[config.mk]
export PLATFORM = sky130hd
export DESIGN_NAME = muldiv
export DESIGN_NICKNAME = d
export VERILOG_FILES = /design/src/rtl/muldiv_pkg.sv /design/src/rtl/muldiv_datapath.sv /design/src/rtl/muldiv.sv
export SDC_FILE = /design/constraint.sdc
export NUM_CORES = 1
export LEC_CHECK = 0
export CORE_ASPECT_RATIO = 1.5
export CORE_MARGIN = 1.5
export CORE_UTILIZATION = 50
export DETAILED_ROUTE_END_ITERATION = 10
export GPL_TIMING_DRIVEN = 0
export PLACE_DENSITY_LB_ADDON = 0.05
export SYNTH_ARGS = -nofsm -noshare
export SYNTH_HDL_FRONTEND = slang
export SYNTH_SLANG_ARGS = --single-unit
[constraint.sdc]
create_clock -name clk -period 3.66 [get_ports clk]
set_clock_uncertainty 0.2 [all_clocks]
set_input_delay 0.549 -clock clk [delete_from_list [all_inputs] [get_ports clk]]
set_output_delay 0.549 -clock clk [all_outputs]
set_load 0.1 [all_outputs]
[src/rtl/muldiv_pkg.sv]
// muldiv_pkg: shared encodings for the iterative multiply/divide unit.
//   opT    - Op_EX encodings for MULTU/MULT/DIVU/DIV
//   stateT - sequencer states IDLE/MUL/DIV/FIX
//   opIsDiv / opIsSigned - decode helpers used when an operation is accepted
package muldiv_pkg;

  typedef enum logic [1:0] {
    OP_MULTU = 2'd0,
    OP_MULT  = 2'd1,
    OP_DIVU  = 2'd2,
    OP_DIV   = 2'd3
  } opT;

  typedef enum logic [1:0] {
    IDLE = 2'd0,
    MUL  = 2'd1,
    DIV  = 2'd2,
    FIX  = 2'd3
  } stateT;

  function automatic logic opIsDiv(input logic [1:0] op);
    return (op == OP_DIVU) || (op == OP_DIV);
  endfunction

  function automatic logic opIsSigned(input logic [1:0] op);
    return (op == OP_MULT) || (op == OP_DIV);
  endfunction

endpackage

[src/rtl/muldiv_datapath.sv]
// muldiv_datapath: arithmetic core of the multiply/divide unit.
// Operands are reduced to magnitudes on load; one iteration per stepMul/stepDiv
// cycle; resHi/resLo present the sign-corrected result for the FIX cycle.
// Ports:
//   clk, reset          core clock, synchronous active-high reset
//   load                latch operands (accept edge)
//   loadDiv, loadSigned operation class of the operation being loaded
//   srcA, srcB          raw rs/rt operands
//   stepMul, stepDiv    perform one shift-add / restoring-divide iteration
//   resHi, resLo        final HI/LO values (combinational, valid in FIX)
module muldiv_datapath #(
  parameter int WIDTH = 32
) (
  input  logic             clk,
  input  logic             reset,
  input  logic             load,
  input  logic             loadDiv,
  input  logic             loadSigned,
  input  logic [WIDTH-1:0] srcA,
  input  logic [WIDTH-1:0] srcB,
  input  logic             stepMul,
  input  logic             stepDiv,
  output logic [WIDTH-1:0] resHi,
  output logic [WIDTH-1:0] resLo
);

  // acc holds {upper, lower}: for MUL {partial product, remaining multiplier},
  // for DIV {partial remainder, dividend bits shifting into quotient bits}.
  logic [2*WIDTH-1:0] acc;
  logic [WIDTH-1:0]   bMag;     // multiplicand or divisor magnitude
  logic [WIDTH-1:0]   rawA;     // unmodified dividend for divide-by-zero
  logic               isDivOp;
  logic               divZero;
  logic               negRes;   // product / quotient sign
  logic               negRem;   // remainder follows dividend sign

  logic               negA, negB;
  logic [WIDTH-1:0]   magA, magB;
  logic [WIDTH:0]     mulSum;
  logic [WIDTH:0]     partial;
  logic               divGe;
  logic [WIDTH-1:0]   divRem;
  logic [2*WIDTH-1:0] product;

  assign negA = loadSigned & srcA[WIDTH-1];
  assign negB = loadSigned & srcB[WIDTH-1];
  assign magA = negA ? -srcA : srcA;
  assign magB = negB ? -srcB : srcB;

  // Shift-add: conditionally add the multiplicand into the upper half; the
  // carry-out becomes the new MSB as the whole accumulator shifts right.
  assign mulSum = {1'b0, acc[2*WIDTH-1:WIDTH]} + (acc[0] ? {1'b0, bMag} : '0);

  // Restoring step: bring the next dividend bit into the remainder and keep
  // the difference only when it does not go negative.
  assign partial = {acc[2*WIDTH-1:WIDTH], acc[WIDTH-1]};
  assign divGe   = partial >= {1'b0, bMag};
  assign divRem  = divGe ? (partial[WIDTH-1:0] - bMag) : partial[WIDTH-1:0];

  always_ff @(posedge clk) begin
    // NOTE: sequential state uses non-blocking assignments so every register
    // samples pre-edge values, independent of statement order.
    if (reset) begin
      acc     <= '0;
      bMag    <= '0;
      rawA    <= '0;
      isDivOp <= 1'b0;
      divZero <= 1'b0;
      negRes  <= 1'b0;
      negRem  <= 1'b0;
    end else if (load) begin
      isDivOp <= loadDiv;
      rawA    <= srcA;
      divZero <= loadDiv & (srcB == '0);
      negRes  <= negA ^ negB;
      negRem  <= negA;
      if (loadDiv) begin
        acc  <= {{WIDTH{1'b0}}, magA};
        bMag <= magB;
      end else begin
        acc  <= {{WIDTH{1'b0}}, magB};
        bMag <= magA;
      end
    end else if (stepMul) begin
      acc <= {mulSum, acc[WIDTH-1:1]};
    end else if (stepDiv) begin
      acc <= {divRem, acc[WIDTH-2:0], divGe};
    end
  end

  assign product = negRes ? -acc : acc;

  always_comb begin
    // NOTE: every output gets a default first so no path leaves it unassigned
    // (which would infer a latch).
    resHi = product[2*WIDTH-1:WIDTH];
    resLo = product[WIDTH-1:0];
    if (isDivOp) begin
      if (divZero) begin
        resHi = rawA;
        resLo = '1;
      end else begin
        resHi = negRem ? -acc[2*WIDTH-1:WIDTH] : acc[2*WIDTH-1:WIDTH];
        resLo = negRes ? -acc[WIDTH-1:0] : acc[WIDTH-1:0];
      end
    end
  end

endmodule

[src/rtl/muldiv.sv]
// muldiv: iterative MULT/MULTU/DIV/DIVU unit with architectural HI/LO.
// Sequencer IDLE -> MUL|DIV (WIDTH iterations) -> FIX (sign fix, HI/LO write).
// Ports:
//   clk, reset                 core clock, synchronous active-high reset
//   AnyStall                   global stall; blocks acceptance and MT writes
//   Start_EX, Op_EX            start request and operation code
//   SrcA_EX, SrcB_EX           rs / rt operands
//   MfHi_EX, MfLo_EX           MFHI/MFLO read requests
//   MtHi_EX, MtLo_EX           MTHI/MTLO write requests (data SrcA_EX)
//   MDResult_EX                HI/LO read mux onto the EX result path
//   Busy                       operation in flight (MUL, DIV or FIX)
//   StallMD                    stall request while busy and HI/LO is needed
//   Hi, Lo                     architectural HI/LO
module muldiv
  import muldiv_pkg::*;
#(
  parameter int WIDTH = 32
) (
  input  logic             clk,
  input  logic             reset,
  input  logic             AnyStall,
  input  logic             Start_EX,
  input  logic [1:0]       Op_EX,
  input  logic [WIDTH-1:0] SrcA_EX,
  input  logic [WIDTH-1:0] SrcB_EX,
  input  logic             MfHi_EX,
  input  logic             MfLo_EX,
  input  logic             MtHi_EX,
  input  logic             MtLo_EX,
  output logic [WIDTH-1:0] MDResult_EX,
  output logic             Busy,
  output logic             StallMD,
  output logic [WIDTH-1:0] Hi,
  output logic [WIDTH-1:0] Lo
);

  localparam int CNT_W = (WIDTH > 1) ? $clog2(WIDTH) : 1;
  localparam logic [CNT_W-1:0] LAST = CNT_W'(WIDTH - 1);

  stateT            state, nextState;
  logic [CNT_W-1:0] count;
  logic             accept;
  logic             mtEnable;
  logic             request;
  logic             stepMul, stepDiv, writeHiLo;
  logic [WIDTH-1:0] resHi, resLo;

  assign accept   = Start_EX & ~AnyStall & (state == IDLE);
  assign mtEnable = ~AnyStall & (state == IDLE);
  assign request  = Start_EX | MfHi_EX | MfLo_EX | MtHi_EX | MtLo_EX;

  // State register.
  always_ff @(posedge clk) begin
    if (reset) state <= IDLE;
    else       state <= nextState;
  end

  // Next-state logic.
  always_comb begin
    nextState = state;
    unique case (state)
      IDLE:     if (accept) nextState = opIsDiv(Op_EX) ? DIV : MUL;
      MUL, DIV: if (count == LAST) nextState = FIX;
      FIX:      nextState = IDLE;
      default:  nextState = IDLE;
    endcase
  end

  // Output logic. StallMD stays up through FIX so a dependent MF* waits for
  // the HI/LO write at the end of that cycle.
  always_comb begin
    Busy      = (state != IDLE);
    StallMD   = (state != IDLE) & request;
    stepMul   = (state == MUL);
    stepDiv   = (state == DIV);
    writeHiLo = (state == FIX);
  end

  // Iteration counter: 0..WIDTH-1 while iterating, parked at 0 otherwise.
  always_ff @(posedge clk) begin
    if (reset)                         count <= '0;
    else if (stepMul || stepDiv)       count <= (count == LAST) ? '0 : count + 1'b1;
    else                               count <= '0;
  end

  // HI/LO: result write in FIX, MT writes only when idle and unstalled.
  always_ff @(posedge clk) begin
    if (reset) begin
      Hi <= '0;
      Lo <= '0;
    end else if (writeHiLo) begin
      Hi <= resHi;
      Lo <= resLo;
    end else if (mtEnable) begin
      if (MtHi_EX) Hi <= SrcA_EX;
      if (MtLo_EX) Lo <= SrcA_EX;
    end
  end

  assign MDResult_EX = MfHi_EX ? Hi : (MfLo_EX ? Lo : '0);

  muldiv_datapath #(.WIDTH(WIDTH)) u_datapath (
    .clk        (clk),
    .reset      (reset),
    .load       (accept),
    .loadDiv    (opIsDiv(Op_EX)),
    .loadSigned (opIsSigned(Op_EX)),
    .srcA       (SrcA_EX),
    .srcB       (SrcB_EX),
    .stepMul    (stepMul),
    .stepDiv    (stepDiv),
    .resHi      (resHi),
    .resLo      (resLo)
  );

endmodule

==> results of run 1 <==
==> where the power goes <==
group	switching [W]	internal, W	total (W)
registers	0.000755	0.00272	0.00347
logic	0.0103	0.00535	0.0156
clock network	0.00106	0.00134	0.00239
==> worst paths after layout <==
| kind | startpoint | to | cells past startpoint |
|---|---|---|---|
| worst min register to register | count[0] | count[0] | 1 |
| worst min-delay path | count[0] | count[0] | 1 |
| worst max-delay path | reset | Hi[3] | 6 |
| worst max register to register | u_datapath.acc[38] | Hi[19] | 9 |
==> layer usage <==
layer  track usage [%]  up-vias  routed length [µm]
met3              12.6      541                9200
li1                  -     9223                   -
met4              51.5        4               11800
met5                 0        -                  28
met2              78.3     1505               39700
met1              48.3     9522               28100
==> layout make-up <==
class	instances	area, µm²	share of cell area (%)
Buffer	185	731	3.52
Antenna cell	3	7.51	0.0362
Inverter	77	292	1.41
Timing Repair Buffer	177	1750	8.42
Sequential cell	203	4080	19.7
Clock buffer	27	611	2.94
Tap cell	425	532	2.56
Clock inverter	13	131	0.633
Multi-Input combinational cell	1971	12600	60.8
==> synth_stat cells, drive strengths merged, types with 6 or more instances <==
master,count
or3,40
a21oi,220
a31oi,15
and2,54
a2bb2oi,10
or4,23
nand2,337
or2,14
mux2,12
xnor2,81
nand3,31
nand2b,30
and3,10
nor4,19
xor2,100
o22ai,31
a21o,28
mux2i,45
o41ai,19
a211oi,105
nor2b,15
dfxtp,203
a32o,6
o21ai,192
inv,77
a221o,8
o221ai,18
a22o,8
nand4,13
nor2,196
buf,18
a221oi,10
o211ai,39
clkbuf,176
nor3,45
a22oi,10
a2111oi,7
ha,75
o31ai,23
o21a,11
==> per-stage QoR <==
stage	setup TNS [ns]	setup slack [ns]	cells	cell area (µm²)
3_5_place_dp	-49.25	-1.11	3028	19500
4_1_cts	0	0.00525	3077	20500
3_3_place_gp	-45.19	-1.16	3028	19500
2_1_floorplan	0	0.417	2445	17400
5_1_grt	-0.220	-0.0919	3078	20700
6_report	0	0.0143	3081	20700
==> logic make-up after synthesis <==
group	count (synthesis)	share of synthesized area [%]
adders and majority gates	77	5.62
buffers and inverters	271	5.91
xor gates and xnor gates	181	9.11
muxes	57	3.36
DFF	203	23.3
AOI/OAI and AO/OA	805	29.5
and+or+nand+nor	851	23.1
==> sequential cells by signal (all words and copies together) (netlist names), 2 cells and up <==
signal           count
Hi                  32
Lo                  32
count                5
state                2
u_datapath.acc      64
u_datapath.bMag     32
u_datapath.rawA     32
==> timing repair <==
item	4_1_cts	5_1_grt
pin swaps	5	8
gates resized for setup	57	79
buffers inserted	10	9
endpoints found under the setup margin	73	80
hold buffers	0	0
==> run summary, run 1 <==
status - complete, no violations
port bufs - 158
final wirelength - 88900 µm
Initial Util - 50.8%
drt pass-1 iters - 8
Top FF cell, synth - dfxtp_1
max cap viols - 0
CTS max path bufs - 3
Syn Area/Cell - 7.12 µm²
register area share after synthesis - 23.3%
GR Overflow Total - 0
fmax - 274 MHz
dpl hpwl - 69800 µm
Area Growth Syn to Fin - 19.1%
Die W - 155 µm
Row Count - 83
GRT Total Usage - 48.3%
die height - 232 µm
leading area contributor after synthesis - dfxtp_1
Seq cells post-synth - 203
most frequent cells in the layout - nand2_1 (336), a21oi_1 (218), dfxtp_1 (195)
Max Fanout on Critical Path - 10
residual DRC count - 0
CP bufs+invs - 5
first-pass GRT wire length - 129000 µm
Pleak - 7.95 nW
hold_ws - 0.252 ns
nets - 2788
CTS Buf Count - 22
fraction of layout cells with a size suffix above 1 - 6.52%
WP data required - 3.85 ns
Synth area leaders - dfxtp_1 (23%), nand2_1 (7.3%), a21oi_1 (6.3%), ha_1 (5.4%), o21ai_0 (5.3%)
number of vias per cell - 6.75
Syn Inst Count - 2445
Clock H-tree levels - 1
worst-path cell chain - clkdlybuf4s50_1 -> clkbuf_1 -> clkbuf_1 -> clkbuf_1 -> clkbuf_1 -> nor2_1
root buf cell - clkbuf_16
number of global-route vias before repair - 20000
Post-Syn Area - 17400 µm²
ys async rst share - 0%
Routed WL per cell - 28.9 µm
reg-to-reg slack, setup - 0.01 ns
Crit-path slowest cell - clkbuf_1
Clock transition at path regs - 0.07 ns
Final Hold Violating Endpoints - 0
Worst slew margin - 17.7%
largest net degree at the start of global routing - 15
most common cell after layout, fill and taps aside - nand2_1
endpoint class of the critical path - flop
synth unique cells - 78
Core Box Area - 34300 µm²
CTS tree - yes
WP data arrival - 3.84 ns
clk_lat worst skew - 0.54 ns
Slew Viols, Final - 0
die footprint - 36000 µm²
# fillers - 3222
startpoint types - primary input
setup violators final - 0
worst hold path type - reg -> reg
DRT iter0 DRCs - 2618
I/O pin count - 172
Ys Warns - 0
Largest stage delay, worst path - 0.74 ns
Max IR drop VDD - 1290 µV
CP delay by family, top - buffers and inverters
Final Total Pwr - 0.0215 W
CTS sink cnt - 203
most used cell, CP - clkbuf_1
fin crit period - 3.65 ns
initial antenna violation count - 5
actual slew at the worst max-slew pin - 1.23 ns
Final Core Density - 60.5%
syn_nets - 2596
post-synth top area share - 23.3%
pwr dens - 1030 nW/µm²
EDFF count, synth - 0
gpl congestion - 1.11
Final Cycle Share - 99.6%
routed vias - 20800
CP Class - in -> reg
Routed Antenna Nets - 0
Power figures use the tool's default switching activity.
==> inputs of run 2 (changes only) <==
Settings changed: CORE_ASPECT_RATIO 1.5 to 1.4.
==> run 2 against run 1 <==
The run now ends with negative setup slack left. Maximum frequency down 1.2%. Combinational power increased by 6%. Sequential share of layout area is 0.34 points lower. Count of clock-buffer cells in the layout grew 4. Power grew 4.4%. Critical path depth rose by 7. Die area about the same. Flip-flop and latch count stayed put.
==> run summary, run 2 (synthesized netlist as in run 1, its figures left out) <==
status - finished, violations left
failing checks - negative setup slack
Core Box Area - 34200 µm² (-0.11%)
max cap viols - 0 (unchanged)
initial antenna violation count - 0 (-5)
placed cells - 3054 (+0.86%)
fin cells - 3109 (+0.91%)
register bank with the most flops - u_datapath.acc
Final Total Pwr - 0.0224 W (+4.4%)
CTS max path bufs - 3 (unchanged)
dpl hpwl - 69100 µm (-1.0%)
Clock H-tree levels - 1 (unchanged)
Pleak - 8.07 nW (+1.5%)
CTS Buf Count - 22 (unchanged)
n_diodes - 0 (-3)
RSZ-0062 raised after global routing - true
setup violators final - 2 (+2)
largest net degree at the start of global routing - 15 (unchanged)
fraction of layout cells with a size suffix above 1 - 7.94% (+1.4 points)
number of vias per cell - 6.72 (-0.47%)
startpoint types - flop
fmax - 271 MHz (-1.2%)
port bufs - 158 (unchanged)
CTS tree - yes
hold buffers post-CTS - 0 (unchanged)
Final Cycle Share - 101% (+1.2 points)
CP delay by family, top - compound AO/OA/AOI/OAI gates
pwr dens - 1060 nW/µm² (+2.7%)
combinational share of power - 73.6% (+0.9 points)
WP data arrival - 3.92 ns (+0.08 ns)
GR Overflow Total - 0 (unchanged)
endpoint class of the critical path - flop
Final Hold Violating Endpoints - 0 (unchanged)
CTS sink cnt - 203 (unchanged)
Sequential Power Share - 15.4% (-0.8 points)
final wirelength - 88000 µm (-1.0%)
Area Growth Syn to Fin - 21.1%
setup TNS - -0.0505 ns (-0.0505 ns)
Largest stage delay, worst path - 0.47 ns (-0.27 ns)
clk_lat worst skew - 0.54 ns (about the same)
actual slew at the worst max-slew pin - 1.23 ns (+0.00156 ns)
Pint - 0.00987 W (+4.9%)
worst-path cell chain - clkinvlp_4 -> buf_12 -> clkbuf_4 -> nor2_1 -> ha_2 -> a21o_1 -> a21o_1 -> a21oi_1 -> nand2_2 -> a311o_1 -> nand2_2 -> o21ai_4 -> a32o_1
hold_ws - 0.254 ns (+0.00185 ns)
first-pass GRT wire length - 127000 µm (-1.1%)
Worst slew margin - 17.6% (-0.10 points)
Routed WL per cell - 28.3 µm (-1.9%)
most common cell after layout, fill and taps aside - nand2_1
Net Sw Frac - 56.0% (-0.23 points)
Clock transition at path regs - 0.07 ns (about the same)
Max IR drop VDD - 1180 µV (-8.2%)
CP bufs+invs - 3 (-2)
worst setup margin - -0.0302 ns (-0.0445 ns)
worst hold path type - reg -> reg
CP Class - reg -> reg
WP data required - 3.89 ns (+0.04 ns)
fin crit period - 3.69 ns (+0.0445 ns)
residual DRC count - 0 (unchanged)
Die W - 161 µm (+3.4%)
die height - 224 µm (-3.3%)
nets - 2793 (+0.18%)
root buf cell - clkbuf_16
GRT Total Usage - 47.6% (-0.73 points)
P_sw - 0.0125 W (+4.0%)
Clock Power Share - 11.0% (-0.2 points)
I/O pin count - 172 (unchanged)
Max Fanout on Critical Path - 10 (unchanged)
drt pass-1 iters - 8 (unchanged)
Row Count - 80 (-3.6%)
routed vias - 20900 (+0.44%)
Slew Viols, Final - 0 (unchanged)
most frequent cells in the layout - nand2_1 (334), a21oi_1 (211), dfxtp_1 (196)
max reg flops - 64 (unchanged)
gpl congestion - 1.15 (+3.4%)
Initial Util - 50.9% (+0.056 points)
die footprint - 36000 µm² (about the same)
number of global-route vias before repair - 19900 (-0.70%)
Routed Antenna Nets - 0 (unchanged)
# fillers - 3151 (-2.2%)
Crit-path slowest cell - a311o_1
DRT iter0 DRCs - 2467 (-5.8%)
==> run 2: cell type report <==
type,count,area (µm²),share of cell area (%)
multi-input combinational,1971,12800,60.7
sequential,203,4080,19.3
timing repair buffer,193,1890,8.96
buffer,174,684,3.24
clock buffer,31,646,3.06
tap,451,564,2.68
inverter,77,293,1.39
clock inverter,9,133,0.629
==> run 2: power groups by stage <==
stage | logic (W) | clock network (W) | registers [W]
2_1_floorplan | 0.00914 | 0 | 0.00415
3_5_place_dp | 0.0101 | 0 | 0.00325
5_1_grt | 0.0173 | 0.00252 | 0.00347
3_3_place_gp | 0.0139 | 0 | 0.00343
4_1_cts | 0.0151 | 0.00243 | 0.00337
6_report | 0.0165 | 0.00247 | 0.00345
==> run 2: worst register-to-register path, stage by stage, from the launching register on <==
cell	delay, ns
dfxtp_4	0.42
clkinvlp_4	0.18
buf_12	0.17
clkbuf_4	0.22
nor2_1	0.15
ha_2	0.38
a21o_1	0.27
a21o_1	0.19
a21oi_1	0.26
nand2_2	0.19
a311o_1	0.47
nand2_2	0.15
o21ai_4	0.09
a32o_1	0.25
==> run 2: worst paths after layout <==
kind,from,end,slack [ns],cells past startpoint
max,u_datapath.acc[0],u_datapath.acc[63],-0.03,13
min,u_datapath.rawA[4],u_datapath.rawA[4],0.25,2
max reg2reg,u_datapath.acc[0],u_datapath.acc[63],-0.03,13
min reg2reg,u_datapath.rawA[4],u_datapath.rawA[4],0.25,2
==> run 2: repair_timing <==
| item | 4_1_cts | 5_1_grt |
|---|---|---|
| gates resized for setup | 65 | 103 |
| setup endpoints to repair | 71 | 85 |
| pin swaps | 11 | 21 |
| buffers inserted | 17 | 18 |
==> run 2: stage by stage <==
stage | instance area, µm² | util (%) | setup WS [ns]
after floorplan | 17400 | - | 0.417
after global placement | 19600 | 57.1 | -0.968
after detailed placement | 19600 | 57.1 | -0.945
after CTS | 20700 | 60.4 | -0.0589
after global routing | 21100 | 61.6 | -0.0524
final | 21100 | 61.6 | -0.0302
==> run 2: routing by layer <==
metal | vias to the layer above | GRT usage [%] | part of all wire [%]
met3 | 528 | 10.6 | 10
li1 | 9212 | - | -
met5 | - | 0 | 0
met1 | 9554 | 49.6 | 32
met2 | 1592 | 77.3 | 45
met4 | 0 | 49.1 | 13
